File: config.mk
export PLATFORM = sky130hd
export DESIGN_NAME = sdram_wb_arbiter
export DESIGN_NICKNAME = d
export VERILOG_FILES = /design/src/rtl/sdram_wb_arbiter.sv
export SDC_FILE = /design/constraint.sdc
export NUM_CORES = 1
export LEC_CHECK = 0
export ABC_CLOCK_PERIOD_IN_PS = 2200
export CAP_MARGIN = 20
export CORE_AREA = 8 8 148 150
export DETAILED_ROUTE_END_ITERATION = 7
export DIE_AREA = 0 0 156 158
export GPL_TIMING_DRIVEN = 0
export MAX_ROUTING_LAYER = met4
export PLACE_DENSITY = 0.58
export SLEW_MARGIN = 20
export SYNTH_ARGS = -nofsm -noshare
export SYNTH_HDL_FRONTEND = slang
export SYNTH_SLANG_ARGS = --single-unit
File: constraint.sdc
create_clock -name clk -period 2.2 [get_ports clk]
set_input_delay 0.44 -clock clk [delete_from_list [all_inputs] [get_ports clk]]
set_output_delay 0.44 -clock clk [all_outputs]
set_load 0.005 [all_outputs]
File: src/rtl/sdram_wb_arbiter.sv
// rtl/sdram_wb_arbiter.sv - round-robin Wishbone arbiter in front of the SDR SDRAM controller
// Optional feature macro: ARB_PORT0_PRIO_EN (port 0 overrides round-robin when idle)
module sdram_wb_arbiter #(
  parameter int nr_ports  = 4,
  parameter int adr_width = 24
) (
  input  logic                            clk,
  input  logic                            rst,
  input  logic [32*nr_ports-1:0]          m_dat_i,
  input  logic [adr_width*nr_ports-1:0]   m_adr_i,
  input  logic [4*nr_ports-1:0]           m_sel_i,
  input  logic [2*nr_ports-1:0]           m_bte_i,
  input  logic [nr_ports-1:0]             m_we_i,
  input  logic [nr_ports-1:0]             m_cyc_i,
  input  logic [nr_ports-1:0]             m_stb_i,
  output logic [31:0]                     m_dat_o,
  output logic [nr_ports-1:0]             m_ack_o,
  output logic [31:0]                     s_dat_o,
  output logic [adr_width-1:0]            s_adr_o,
  output logic [3:0]                      s_sel_o,
  output logic [1:0]                      s_bte_o,
  output logic                            s_we_o,
  output logic                            s_cyc_o,
  output logic                            s_stb_o,
  input  logic [31:0]                     s_dat_i,
  input  logic                            s_ack_i,
  output logic [nr_ports-1:0]             grant_o
);

  localparam int pw = $clog2(nr_ports);

  typedef enum logic [1:0] {IDLE, GRANT, GAP} state_t;

  state_t              state, state_nxt;
  logic [nr_ports-1:0] grant_nxt;
  logic [pw-1:0]       owner, owner_nxt;
  logic [pw-1:0]       last_port, last_nxt;
  logic [pw-1:0]       win, hi_win, lo_win;
  logic                hi_found, win_upd;

  // Round-robin pick: lowest requester above last_port, else lowest requester overall (wrap)
  always_comb begin
    hi_win   = '0;
    lo_win   = '0;
    hi_found = 1'b0;
    for (int k = nr_ports - 1; k >= 0; k--) begin
      if (m_cyc_i[k] && (k > int'(last_port))) begin
        hi_found = 1'b1;
        hi_win   = pw'(k);
      end
      if (m_cyc_i[k]) begin
        lo_win = pw'(k);
      end
    end
    win     = hi_found ? hi_win : lo_win;
    win_upd = 1'b1;
`ifdef ARB_PORT0_PRIO_EN
    // Port 0 jumps the queue without disturbing the rotation of the others
    if (m_cyc_i[0]) begin
      win     = '0;
      win_upd = 1'b0;
    end
`endif
  end

  // State, owner and round-robin pointer registers
  always_ff @(posedge clk or posedge rst) begin
    if (rst) begin
      state     <= IDLE;
      grant_o   <= '0;
      owner     <= '0;
      last_port <= pw'(nr_ports - 1);
    end else begin
      state     <= state_nxt;
      grant_o   <= grant_nxt;
      owner     <= owner_nxt;
      last_port <= last_nxt;
    end
  end

  // Next-state logic: hold ownership for the whole cycle, then one GAP cycle
  always_comb begin
    state_nxt = state;
    grant_nxt = grant_o;
    owner_nxt = owner;
    last_nxt  = last_port;
    case (state)
      IDLE: begin
        if (|m_cyc_i) begin
          state_nxt = GRANT;
          owner_nxt = win;
          grant_nxt = {{(nr_ports-1){1'b0}}, 1'b1} << win;
          if (win_upd) last_nxt = win;
        end
      end
      GRANT: begin
        if (!m_cyc_i[owner]) begin
          state_nxt = GAP;
          grant_nxt = '0;
        end
      end
      GAP:     state_nxt = IDLE;
      default: state_nxt = IDLE;
    endcase
  end

  // Slave-side mux and ack gating, active only while a port owns the bus
  always_comb begin
    s_dat_o = '0;
    s_adr_o = '0;
    s_sel_o = '0;
    s_bte_o = '0;
    s_we_o  = 1'b0;
    s_cyc_o = 1'b0;
    s_stb_o = 1'b0;
    m_ack_o = '0;
    if (state == GRANT) begin
      s_dat_o = m_dat_i[32*int'(owner) +: 32];
      s_adr_o = m_adr_i[adr_width*int'(owner) +: adr_width];
      s_sel_o = m_sel_i[4*int'(owner) +: 4];
      s_bte_o = m_bte_i[2*int'(owner) +: 2];
      s_we_o  = m_we_i[owner];
      s_cyc_o = m_cyc_i[owner];
      s_stb_o = m_stb_i[owner];
      m_ack_o = grant_o & {nr_ports{s_ack_i}};
    end
  end

  assign m_dat_o = s_dat_i;

endmodule

==> out/results.md <==
| Metric | This run |
|:---|:---|
| Total Wirelength | 20,300 µm |
| Width of the die | 156 µm |
| Global placement routability congestion | 0.915 |
| Initial cell density of the core | 14.3% |
| Hold/Removal Path Class | input port to asynchronous set/reset pin |
| Overall power of the completed layout | 7.57 mW |
| Synthesis-stage register bit count | 10 |
| Filler instances | 1,949 |
| Final #Nets | 952 |
| Final setup margin | -131 ps |
| Seq/Total Area, Yosys | 8.99% |
| Synthesis-to-layout area growth | 172% |
| Drt first-iter violations | 123 |
| Total number of vias | 3,834 |
| Initial antenna violation count | 1 |
| Required time reported for the critical path endpoint | 1760 ps |
| Setup crit end kind | output port |
| Chip Height | 158 µm |
| Worst Tran Pin Value | 431 ps |
| IR Drop Worst-Case VDD | 0.562 mV |
| CP Class | flip-flop to output port |
| Cell area power density | 991 nW/µm² |
| Via count of the first global-routing pass | 4,310 |
| Final cycle utilization of the critical path | 106% |
| Mean instance size in the synthesized netlist | 11.8 µm² |
| Static leakage power | 3.12 nW |
| Number of setup violations in the final report | 48 |
| H-Tree Level Count | 1 |
| Deepest clock path buffer count | 2 |
| Gr ovfl total | 0 |
| Total Negative Setup Slacks | -2780 ps |
| Minimum clock period after layout | 2330 ps |
| Max-Cap Viols | 0 |
| Vias per inst | 4.14 |
| Crit path max fanout | 7 |
| Pin count of the biggest net entering global routing | 11 |
| Clock tree from TritonCTS | done |
| Wire length of the first global-routing pass | 28,000 µm |
| Final design utilization | 38.7% |
| HPWL after detailed placement | 17,300 µm |
| Failing checks | negative setup slack |
| Number of DRC violations after detailed routing | 0 |
| Max Clk Rate | 0.429 GHz |
| Data arrival time of the worst path | 1890 ps |
| TritonCTS buffer count | 3 |
| Number of sinks handled by clock tree synthesis | 10 |
| Total of warnings raised by yosys | 0 |
| CTS clock-pin slew for the worst setup and hold paths | 40 ps |
| Area of the die | 24,600 µm² |
| Clk_skew | 0.379 ps |
| Max-slew headroom at the worst pin | 71.2% |
| Port Buf Inserts | 366 |
| Post-Syn Area | 2810 µm² |
| Pins over their slew limit | 0 |
| Share of layout cells above drive strength 1 | 45.3% |
| Cells after Synth | 239 |
| Net count after synthesis | 534 |
| Run status | complete, but fails checks |
| Worst-path cell chain | buf_12 > buf_4 > buf_12 > buf_6 > mux4_2 > and2_4 > buf_6 |
| Number of cell rows | 52 |
| Global router's overall resource usage | 15.5% |
| Commonest non-fill, non-tap cells in the layout | sky130_fd_sc_hd__clkdlybuf4s50_1, sky130_fd_sc_hd__buf_6, sky130_fd_sc_hd__mux4_2, sky130_fd_sc_hd__buf_4, sky130_fd_sc_hd__and2_4 |
| Post-DR wirelength/cell | 21.9 µm |
| Antenna-violating nets left | 0 |
| Number of distinct library cells after synthesis | 34 |
| Worst-Skew Late Latency | 240 ps |
| RSZ-0062 raised after global routing | true |
| Final Hold Viols | 0 |
| First drt pass iteration count | 5 |
| CORE AREA | 19,700 µm² |
| Worst Setup Start Kind | flip-flop |
| Maximum single-stage delay on the critical path | 430 ps |
| Most common cell after layout, fill and taps aside | sky130_fd_sc_hd__clkdlybuf4s50_1 |
| IO Count | 400 |
| Root buffer cell | sky130_fd_sc_hd__clkbuf_16 |
| Slowest-stage cell, CP | sky130_fd_sc_hd__dfrtp_2 |
[through the flow]
step	worst slack (ps)	cells	instance area [µm²]	hold slack (ps)
after global placement	-911	875	6810	515
after floorplan	249	239	2810	279
after detailed placement	-903	875	6810	506
after CTS	-198	926	7550	490
after global routing	-181	927	7640	528
final	-131	927	7640	478
[timing repair]
item | 4_1_cts | 5_1_grt
pin swaps | 27 | 6
gates cloned | 3 | 0
gates resized for setup | 376 | 63
setup buffers | 45 | 7
endpoints found under the setup margin | 69 | 62
hold buffers | 0 | 0
[power breakdown]
part           leakage [nW]  total [mW]  switching [mW]  internal [mW]
clock network        0.0442       0.362          0.0888          0.274
registers             0.120       0.370          0.0827          0.288
logic                  2.95        6.84            2.39           4.45
[layer usage]
layer	share of wire, %	wire length, µm	up-vias	GRT usage [%]
li1	-	-	1740	-
met5	0	0	-	-
met1	39	7890	1892	17.5
met4	0.86	174	0	1.43
met3	6.2	1270	12	2.62
met2	54	11000	190	29.2
[worst paths after layout]
check | start | depth (start not counted) | slack, ps | endpoint
setup / recovery | owner[0] | 7 | -130 | s_adr_o[6]
hold / removal | rst | 2 | 480 | grant_o[3]
setup reg to reg | owner[0] | 7 | 270 | grant_o[3]
hold reg to reg | grant_o[0] | 1 | 520 | grant_o[0]
max in group asynchronous | rst | 2 | 1410 | last_port[1]
min in group clk | grant_o[0] | 1 | 520 | grant_o[0]
[critical path: cells and delay by family, from the launching register on]
family | cells | cell delay (ps)
mux | 1 | 400
flops | 1 | 430
buf+inv | 5 | 640
simple gates | 1 | 170
[cell families (layout without fill, tap and decap cells)]
logic type	count (synthesis)	in the layout	synth area share, %
compound gates	19	19	5.83
buf+inv	59	476	13.3
flops	10	10	8.99
mux	68	68	53.3
other cells	0	1	0
simple gates	83	83	18.6
[sequential cells by signal, indices dropped and copies added (netlist names)]
name and count:
last_port 2, state 2, owner 2, grant_o 4
[cells in the mapped netlist]
cell                        count  area (µm²)
sky130_fd_sc_hd__a211oi_4       1        20.0
sky130_fd_sc_hd__a21o_2         1        8.76
sky130_fd_sc_hd__a21oi_1        1        5.00
sky130_fd_sc_hd__a221o_1        1        10.0
sky130_fd_sc_hd__a221oi_1       2        17.5
sky130_fd_sc_hd__a32o_1         2        20.0
sky130_fd_sc_hd__and2_1        64         400
sky130_fd_sc_hd__and2_2         1        7.51
sky130_fd_sc_hd__and3_1         4        25.0
sky130_fd_sc_hd__buf_1          5        18.8
sky130_fd_sc_hd__buf_2          4        20.0
sky130_fd_sc_hd__buf_4         37         278
sky130_fd_sc_hd__buf_6          1        11.3
sky130_fd_sc_hd__clkbuf_1       8        30.0
sky130_fd_sc_hd__dfrtp_1        8         200
sky130_fd_sc_hd__dfstp_2        2        52.6
sky130_fd_sc_hd__inv_1          4        15.0
sky130_fd_sc_hd__mux2_2         3        33.8
sky130_fd_sc_hd__mux4_2        65        1460
sky130_fd_sc_hd__nand2_1        2        7.51
sky130_fd_sc_hd__nand2b_1       1        6.26
sky130_fd_sc_hd__nor2_1         3        11.3
sky130_fd_sc_hd__nor2_2         1        6.26
sky130_fd_sc_hd__nor2b_1        3        18.8
sky130_fd_sc_hd__nor3b_1        1        7.51
sky130_fd_sc_hd__nor3b_4        1        18.8
sky130_fd_sc_hd__o211ai_1       1        7.51
sky130_fd_sc_hd__o21a_1         3        22.5
sky130_fd_sc_hd__o21ai_0        2        10.0
sky130_fd_sc_hd__o22a_2         1        10.0
sky130_fd_sc_hd__o22ai_1        1        6.26
sky130_fd_sc_hd__o2bb2ai_1      3        26.3
sky130_fd_sc_hd__or2_2          1        6.26
sky130_fd_sc_hd__or2b_1         1        7.51
[area by class of cell]
cell class,count,area [µm²],share of cell area [%]
timing repair buffer,415,4170,54.6
inverter,4,15.0,0.197
tap,270,338,4.42
antenna,1,2.50,0.0328
sequential,10,255,3.34
multi-input combinational,170,2310,30.2
buffer,53,459,6.01
clock buffer,4,88.8,1.16
(Power assumes the default switching activity.)
